===== src/rtl/tlb_victim_scan.sv =====
// ============================================================================
// Module      : tlb_victim_scan
// Description : TLB replacement-victim selector. Keeps saturating per-entry
//               access counters with periodic aging and scans a snapshot one
//               entry per cycle: invalid first, then non-global, then lowest
//               count. Optional per-entry locks via TLB_VICTIM_LOCK_EN.
// Revision    : 1.0 - initial release
// ============================================================================
`default_nettype none

module tlb_victim_scan #(
    parameter int ENTRIES    = 8,
    parameter int ID_W       = $clog2(ENTRIES),
    parameter int CNT_W      = 12,
    parameter int AGE_PERIOD = 1024
) (
    input  logic               clk,
    input  logic               rst,
    input  logic [ENTRIES-1:0] valid_vec,
    input  logic [ENTRIES-1:0] global_vec,
    input  logic               hit,
    input  logic [ID_W-1:0]    hit_id,
    input  logic               fill,
    input  logic [ID_W-1:0]    fill_id,
    input  logic               flush,
    input  logic               req,
    output logic               busy,
    output logic               done,
    output logic [ID_W-1:0]    victim_id,
    output logic               victim_none
`ifdef TLB_VICTIM_LOCK_EN
    ,
    input  logic [ENTRIES-1:0] lock_vec
`endif
);

    localparam logic [1:0]      c_ST_IDLE  = 2'd0;
    localparam logic [1:0]      c_ST_SCAN  = 2'd1;
    localparam logic [1:0]      c_ST_DONE  = 2'd2;
    localparam int              c_TMR_W    = (AGE_PERIOD > 1) ? $clog2(AGE_PERIOD) : 1;
    localparam logic [31:0]     c_AGE_LAST = 32'(AGE_PERIOD - 1);
    localparam logic [ID_W-1:0] c_LAST_ID  = ID_W'(ENTRIES - 1);
    localparam logic [CNT_W-1:0] c_CNT_MAX = '1;

    logic [1:0]         r_state;
    logic [1:0]         w_state_nxt;
    logic               w_load;
    logic               w_step;
    logic               w_repl;
    logic               w_age;
    logic [c_TMR_W-1:0] r_age_tmr;

    logic [CNT_W-1:0]   r_cnt     [ENTRIES];
    logic [CNT_W-1:0]   w_cnt_nxt [ENTRIES];
    logic [CNT_W-1:0]   r_sh_cnt  [ENTRIES];
    logic [ENTRIES-1:0] r_sh_valid;
    logic [ENTRIES-1:0] r_sh_global;
    logic [ID_W-1:0]    r_best;
    logic [ID_W-1:0]    r_idx;
    logic [ID_W-1:0]    r_victim_id;

    // ---------------- aging timer and live counters ----------------
    assign w_age = (AGE_PERIOD != 0) && (r_age_tmr == c_AGE_LAST[c_TMR_W-1:0]);

    always_ff @(posedge clk) begin
        if (rst || (AGE_PERIOD == 0) || w_age) begin
            r_age_tmr <= '0;
        end else begin
            r_age_tmr <= r_age_tmr + 1'b1;
        end
    end

    // Priority flush > fill > age > hit; a hit lands after the aging shift.
    always_comb begin
        for (int e = 0; e < ENTRIES; e++) begin
            w_cnt_nxt[e] = w_age ? (r_cnt[e] >> 1) : r_cnt[e];
            if (hit && (hit_id == ID_W'(e)) && (w_cnt_nxt[e] != c_CNT_MAX)) begin
                w_cnt_nxt[e] = w_cnt_nxt[e] + 1'b1;
            end
            if (flush || (fill && (fill_id == ID_W'(e)))) begin
                w_cnt_nxt[e] = '0;
            end
        end
    end

    always_ff @(posedge clk) begin
        for (int e = 0; e < ENTRIES; e++) begin
            r_cnt[e] <= rst ? '0 : w_cnt_nxt[e];
        end
    end

    // ---------------- scan FSM ----------------
    always_ff @(posedge clk) begin
        if (rst) begin
            r_state <= c_ST_IDLE;
        end else begin
            r_state <= w_state_nxt;
        end
    end

    always_comb begin
        w_state_nxt = r_state;
        w_load      = 1'b0;
        w_step      = 1'b0;
        busy        = 1'b0;
        done        = 1'b0;
        case (r_state)
            c_ST_IDLE: begin
                if (req) begin
                    w_load      = 1'b1;
                    w_state_nxt = c_ST_SCAN;
                end
            end
            c_ST_SCAN: begin
                busy   = 1'b1;
                w_step = 1'b1;
                if (r_idx == c_LAST_ID) begin
                    w_state_nxt = c_ST_DONE;
                end
            end
            c_ST_DONE: begin
                done        = 1'b1;
                w_state_nxt = c_ST_IDLE;
            end
            default: w_state_nxt = c_ST_IDLE;
        endcase
    end

`ifdef TLB_VICTIM_LOCK_EN
    logic [ENTRIES-1:0] r_sh_lock;
    logic               r_best_none;
    logic               r_victim_none;
    assign victim_none = r_victim_none;
`else
    assign victim_none = 1'b0;
`endif

    // Candidate r_idx against current best; ties go to the candidate.
    always_comb begin
        if (r_sh_valid[r_idx] != r_sh_valid[r_best]) begin
            w_repl = !r_sh_valid[r_idx];
        end else if (r_sh_valid[r_idx] && (r_sh_global[r_idx] != r_sh_global[r_best])) begin
            w_repl = !r_sh_global[r_idx];
        end else begin
            w_repl = (r_sh_cnt[r_idx] <= r_sh_cnt[r_best]);
        end
`ifdef TLB_VICTIM_LOCK_EN
        if (r_sh_lock[r_idx]) begin
            w_repl = 1'b0;
        end else if (r_best_none) begin
            w_repl = 1'b1;
        end
`endif
    end

    always_ff @(posedge clk) begin
        if (rst) begin
            r_sh_valid  <= '0;
            r_sh_global <= '0;
            r_best      <= '0;
            r_idx       <= '0;
            r_victim_id <= '0;
            for (int e = 0; e < ENTRIES; e++) begin
                r_sh_cnt[e] <= '0;
            end
`ifdef TLB_VICTIM_LOCK_EN
            r_sh_lock     <= '0;
            r_best_none   <= 1'b0;
            r_victim_none <= 1'b0;
`endif
        end else if (w_load) begin
            r_sh_valid  <= valid_vec;
            r_sh_global <= global_vec;
            r_best      <= '0;
            r_idx       <= ID_W'(1);
            for (int e = 0; e < ENTRIES; e++) begin
                r_sh_cnt[e] <= r_cnt[e];
            end
`ifdef TLB_VICTIM_LOCK_EN
            r_sh_lock   <= lock_vec;
            r_best_none <= lock_vec[0];
`endif
        end else if (w_step) begin
            r_idx <= r_idx + 1'b1;
            if (w_repl) begin
                r_best <= r_idx;
            end
            if (r_idx == c_LAST_ID) begin
                r_victim_id <= w_repl ? r_idx : r_best;
            end
`ifdef TLB_VICTIM_LOCK_EN
            if (w_repl) begin
                r_best_none <= 1'b0;
            end
            if (r_idx == c_LAST_ID) begin
                r_victim_none <= w_repl ? 1'b0 : r_best_none;
            end
`endif
        end
    end

    assign victim_id = r_victim_id;

endmodule

`default_nettype wire


===== config.mk =====
export PLATFORM = sky130hd
export DESIGN_NAME = tlb_victim_scan
export DESIGN_NICKNAME = d
export VERILOG_FILES = /design/src/rtl/tlb_victim_scan.sv
export SDC_FILE = /design/constraint.sdc
export NUM_CORES = 1
export LEC_CHECK = 0
export CORE_UTILIZATION = 43
export DETAILED_ROUTE_END_ITERATION = 16
export HOLD_SLACK_MARGIN = 0.05
export PLACE_DENSITY = 0.66
export SLEW_MARGIN = 15
export SYNTH_ARGS = -nofsm -noshare
export SYNTH_HDL_FRONTEND = slang
export SYNTH_SLANG_ARGS = --single-unit

===== constraint.sdc =====
create_clock -name clk -period 5.6 [get_ports clk]
set_input_delay 1.12 -clock clk [delete_from_list [all_inputs] [get_ports clk]]
set_output_delay 1.12 -clock clk [all_outputs]
set_load 0.005 [all_outputs]

==> results of run 1 <==
-- routing by layer --
layer  track usage  vias up  part of all wire
met5             0        -                 0
met3        0.0363       59             0.063
li1              -     5157                 -
met1         0.288     5114              0.46
met2         0.319      341              0.45
met4        0.0634        0             0.027
-- synth_stat cells, types with 5 or more instances --
cell        n
nor2_1     96
a31oi_1    19
nor3b_1     6
mux2_2     20
a221oi_1    5
mux2i_1    29
o22ai_1    26
edfxtp_1   96
o211ai_1   18
clkbuf_1   77
buf_1      15
a21o_1      7
buf_2      10
dfxtp_1   136
a21boi_0    8
and3_1     15
inv_1      17
xnor2_1    46
a21oi_1    58
nand2_1   222
or4_1      11
o21a_1      5
nor2b_1    29
o31ai_1     6
nor3_1     34
mux4_2     56
a22o_1     20
and2_1     69
nand4_1    33
a311oi_1    5
a32oi_1     7
nand3_1    48
nand2b_1    6
xor2_1     26
ha_1       23
nor4_1     11
o21ai_0    32
-- critical path: stages (launching register included) --
cell	delay (ps)
dfxtp_2	970
mux4_2	600
mux2_2	270
ha_1	320
nor2b_1	140
o211ai_1	170
a21oi_1	110
or4_1	570
a32o_1	300
or4_1	480
and3_1	170
-- flip-flops by register name, indices dropped and copies added (netlist names), named ones only --
name / count
r_best: 3
victim_id: 3
r_state: 2
r_age_tmr: 10
r_cnt: 96
r_sh_valid: 8
r_sh_global: 8
r_sh_cnt: 96
r_idx: 3
-- worst min-delay path by stage --
stage	start	endpoint	depth (start not counted)
2_1_floorplan	r_age_tmr[0]	r_age_tmr[0]	1
3_3_place_gp	r_age_tmr[0]	r_age_tmr[0]	1
5_1_grt	r_age_tmr[0]	r_age_tmr[0]	1
3_5_place_dp	r_age_tmr[0]	r_age_tmr[0]	1
4_1_cts	r_age_tmr[0]	r_age_tmr[0]	1
6_report	r_age_tmr[0]	r_age_tmr[0]	1
-- metrics by stage --
| step | instances | worst slack (ps) | hold slack [ps] | cell area (um2) | power [mW] |
|---|---|---|---|---|---|
| finish | 1805 | 1370 | 457 | 15000 | 3.96 |
| CTS | 1805 | 1390 | 461 | 15000 | 4.00 |
| detailed placement | 1756 | 1400 | 453 | 14100 | 2.26 |
| floorplan | 1414 | 1220 | 433 | 13500 | 2.15 |
| global route | 1805 | 1080 | 483 | 15000 | 4.10 |
| global placement | 1756 | 1460 | 441 | 14100 | 2.25 |
-- cells in the final DEF (no fill, tap or decap), types with 8 or more instances in the layout --
cell | synthesis | layout
mux2_2 | 20 | 20
and2_1 | 69 | 69
inv_1 | 17 | 16
or4_1 | 11 | 10
nor4_1 | 11 | 10
o21ai_0 | 32 | 30
o22ai_1 | 26 | 26
nand2_1 | 222 | 222
clkbuf_16 | 0 | 27
o211ai_1 | 18 | 18
mux2i_1 | 29 | 29
mux4_2 | 56 | 56
edfxtp_1 | 96 | 96
a22o_1 | 20 | 20
nor2b_1 | 29 | 28
nand3_1 | 48 | 48
ha_1 | 23 | 23
nor3_1 | 34 | 34
a21boi_0 | 8 | 8
nand4_1 | 33 | 33
dfxtp_1 | 136 | 135
nor2_1 | 96 | 96
xor2_1 | 26 | 26
buf_4 | 3 | 21
a21oi_1 | 58 | 58
a31oi_1 | 19 | 19
and3_1 | 15 | 15
xnor2_1 | 46 | 46
clkdlybuf4s50_1 | 0 | 31
-- kinds of logic after synthesis --
family / Yosys count / synth area share
buffers and inverters: 125 / 0.0381
AO/OA/AOI/OAI: 253 / 0.131
AND/OR/NAND/NOR: 603 / 0.217
adder cells (fa/ha/maj): 23 / 0.0213
flip-flops: 232 / 0.414
multiplexers: 105 / 0.131
XOR/XNOR: 72 / 0.0466
other: 1 / 0.000277
-- report_power, final --
part           internal [mW]  switching (mW)  total (mW)
sequential              1.82          0.0731        1.89
combinational          0.171           0.164       0.335
clock                   1.02           0.706        1.73
total                   3.02           0.943        3.96
-- layout make-up --
cell class	count	area [um2]	share of cell area
Clock buffer	34	702	0.0469
Timing Repair Buffer	54	493	0.0329
Clock inverter	15	159	0.0106
Inverter	17	66.3	0.00443
Tap cell	396	495	0.0331
Multi-Input combinational cell	1057	7450	0.497
Sequential cell	232	5610	0.375
==> flow_summary.toml, run 1 <==
[finish]
drive_gt1_frac = 0.114
nFillCells = 2856
final_util = 0.487
diodes = 0
fin_nets = 1440
synthToLayoutAreaGrowth_pct = 10.5

[global_route]
grt_overflow = 0
grt_first_pass_wirelength_mm = 53.6
antenna_found_initial = 0
grt_pass1_vias = 10000
grt_usage = 0.204
grt_max_degree = 60

[clocking]
clock_sinks = 232
root_buffer = "clkbuf_16"
h-tree-depth = 1
clk_path_buf_depth = 3
cts_tree = "built"
clk_pin_slew_ps = 60
post_cts_resized = 0
post_cts_buffers = 0
cts_buffers = 27
clk_latency_ps = 540
cts_hold_buf = 0

[synth]
synth_area_leader_cell = "edfxtp_1"
synth_seq_area_share = 0.414
synth_top_area_share = 0.213
yosys-top-cells-area = "edfxtp_1 (21%), dfxtp_1 (20%), mux4_2 (9.3%)"
synth-async-reset-ratio = 0
synth_area_mm2 = 0.0135
syn_nets = 1465
synth_seq_cells = 232
netlist_instances = 1414
syn_avg_cell_area_um2 = 9.58
synth_flop_cell = "dfxtp_1"
ys_warn_count = 0
synth.distinct_cells = 76
synth_edf_count = 96

[critical_path]
start_kind = "flop"
r2r_start = "r_idx[0]"
worstPathRequired_ps = 6030
crit_path_end_kind = "flop"
crit_path_end = "victim_id[0]"
crit_fanout = 31
arrival_ps = 4660
r2r_end = "victim_id[0]"
reg2reg_slack_ps = 1370
crit_type = "flop to flop"
startpoint = "r_idx[0]"
reg2reg_depth = 10

[power]
power_density_mw_per_mm2 = 264
peakVddDrop_v = 0.000202
leakagePower_nw = 5.00

[timing]
max_freq_mhz = 237
min_period_ps = 4230
grt_setup_unrepaired = "false"
setup_tns_ps = 0
finalHoldViolations = 0
clock_skew_ps = 11.9
final_max_slew_viol_count = 0
slew_headroom = 0.287
tightest_slew_ps = 1070
finalSetupViolCount = 0
finalCritPeriodShare = 0.755

[floorplan]
rows = 64
die-area_mm2 = 0.0322
initial_utilization = 0.440
fp.dieW_um = 179
die_height_um = 179
fp.coreArea_mm2 = 0.0307
io_pins = 34

[routing]
vias_per_cell = 5.91
first_pass_iters = 13
wl_per_cell_um = 18.3
drc_errors = 0
wirelength_mm = 33.1
vias = 10700
ant_nets = 0
first_iter_violations = 1029

[run_status]
status = "finished, final reports clean"

[place]
gp_congestion = 0.862
port_buffers = 32
hpwl_mm = 23.3

[min_path]
hp-class = "flop to flop"

[run]
max_cap_violations = 0
Power figures use the tool's default switching activity.
==> inputs of run 2 (changes only) <==
- PLACE_DENSITY: 0.66 -> 0.68
- clock period: 5.6 -> 3.6 ns (I/O delays scaled with it)
==> run 2 against run 1 <==
- core utilization increased by 2.1 points
- worst setup slack worse by 1300 ps
- via count up 4.1%
- non-clock buffer count rose by 52
- combinational power increased by 100%
- critical path depth rose by 1
- hold slack got worse by 3.7 ps
- routed wire length grew 5.7%
- clock power rose by 53%
==> flow_summary.toml, run 2 (synthesized netlist as in run 1, its figures left out) <==
[place]
port_buffers = 32
placed_area_mm2 = 0.0145
hpwl_mm = 24.7
gp_congestion = 0.917

[timing]
slew_headroom = 0.574
grt_setup_unrepaired = "true"
finalHoldViolations = 0
finalSetupViolCount = 0
max_freq_mhz = 283
clock_skew_ps = 13.7
holdWs_ps = 453
final_max_slew_viol_count = 0
min_period_ps = 3540
finalCritPeriodShare = 0.983
tightest_slew_ps = 635

[floorplan]
fp.coreArea_mm2 = 0.0307
fp.dieW_um = 179
io_pins = 34
die-area_mm2 = 0.0322
die_height_um = 179
initial_utilization = 0.440
rows = 64

[critical_path]
reg2reg_slack_ps = 60
crit_fanout = 12
worstPathRequired_ps = 4030
crit_path_end_kind = "flop"
start_kind = "flop"
r2r_end = "victim_id[1]"
arrival_ps = 3970
reg2reg_depth = 11
crit_type = "flop to flop"

[finish]
final_common_cell = "nand2_1"
reg_top3 = "r_cnt: 96 flops, r_sh_cnt: 96 flops, r_age_tmr: 10 flops"
regArea_mm2 = 0.00561
diodes = 0
design_area_mm2 = 0.0156
fin_nets = 1491
nFillCells = 2770
drive_gt1_frac = 0.160
final_cell_mix = "nand2_1 (221), dfxtp_1 (133), nor2_1 (96), edfxtp_1 (96), and2_1 (69)"
multi_input_area_mm2 = 0.00761
synthToLayoutAreaGrowth_pct = 15.4

[global_route]
antenna_found_initial = 0
grt_first_pass_wirelength_mm = 55.4
grt_pass1_vias = 10300
grt_usage = 0.211
grt_overflow = 0
grt_max_degree = 102

[routing]
first_pass_iters = 13
wl_per_cell_um = 18.9
first_iter_violations = 1027
drc_errors = 0
wirelength_mm = 35.0
vias = 11100
vias_per_cell = 5.99
ant_nets = 0

[power]
leakagePower_nw = 5.32
power_density_mw_per_mm2 = 399
peakVddDrop_v = 0.000342

[min_path]
min_path_cells = 1
min_to = "r_age_tmr[0]"
hp-class = "flop to flop"
hp-start = "r_age_tmr[0]"

[clocking]
clock_sinks = 232
clk_pin_slew_ps = 60
h-tree-depth = 1
clk_path_buf_depth = 3
cts_tree = "built"
clk_latency_ps = 540
cts_hold_buf = 0
root_buffer = "clkbuf_16"
cts_buffers = 26

[run]
max_cap_violations = 0

[run_status]
status = "finished, final reports clean"
==> run 2: layout make-up <==
class,instances,share of cell area
clock buffers,38,0.0472
clock inverters,9,0.00657
flip-flops and latches,232,0.359
inverters,17,0.00424
well taps,396,0.0317
repair buffers,106,0.0641
multi-input cells,1057,0.487
==> run 2: timing repair <==
| action | CTS | global route |
|---|---|---|
| cloned | 0 | 1 |
| pin swaps | 0 | 14 |
| resized for setup | 4 | 33 |
| endpoints found under the hold margin | 0 | 0 |
| setup endpoints to repair | 5 | 28 |
| setup buffers | 1 | 8 |
==> run 2: worst max-delay path: stages (launching register included) <==
cell and delay, ps:
dfxtp_4 390, buf_12 160, mux4_2 510, mux2i_2 220
ha_4 240, nor2b_1 120, o211ai_1 240, a21oi_2 110
or4_1 510, a32o_2 270, or4_1 500, and3_1 150
==> run 2: power breakdown <==
part,total [mW],switching [mW],internal (mW)
Combinational,0.677,0.317,0.360
Sequential,2.93,0.0921,2.83
Clock,2.64,1.08,1.56
Total,6.24,1.49,4.75
==> run 2: worst max-delay path by stage <==
stage | startpoint | to | slack (ps)
final | flop | victim_id[1] | 60
after global routing | flop | victim_id[1] | -20
after CTS | r_idx[0] | victim_id[1] | 9
after detailed placement | r_idx[0] | victim_id[1] | -80
after global placement | r_idx[0] | victim_id[0] | -50
after floorplan | r_age_tmr[0] | r_cnt[0][11] | 0.2
==> run 2: per-stage QoR <==
stage                     TNS, ps   util  power [mW]  std cells  worst slack [ps]
after floorplan                 0      -        3.36       1414             0.224
after global placement       -146  0.472        3.57       1798             -49.8
after detailed placement     -235  0.472        3.58       1798             -84.6
after CTS                       0  0.500        6.21       1846              9.31
after global routing        -41.8  0.508        6.44       1855             -18.1
final                           0  0.508        6.24       1855              61.4
==> run 2: layer usage <==
metal	vias up	track usage	wire length [um]
met2	418	0.338	16000
met3	78	0.0361	2440
li1	5257	-	-
met4	0	0.0772	1310
met5	-	0	0
met1	5360	0.288	15200
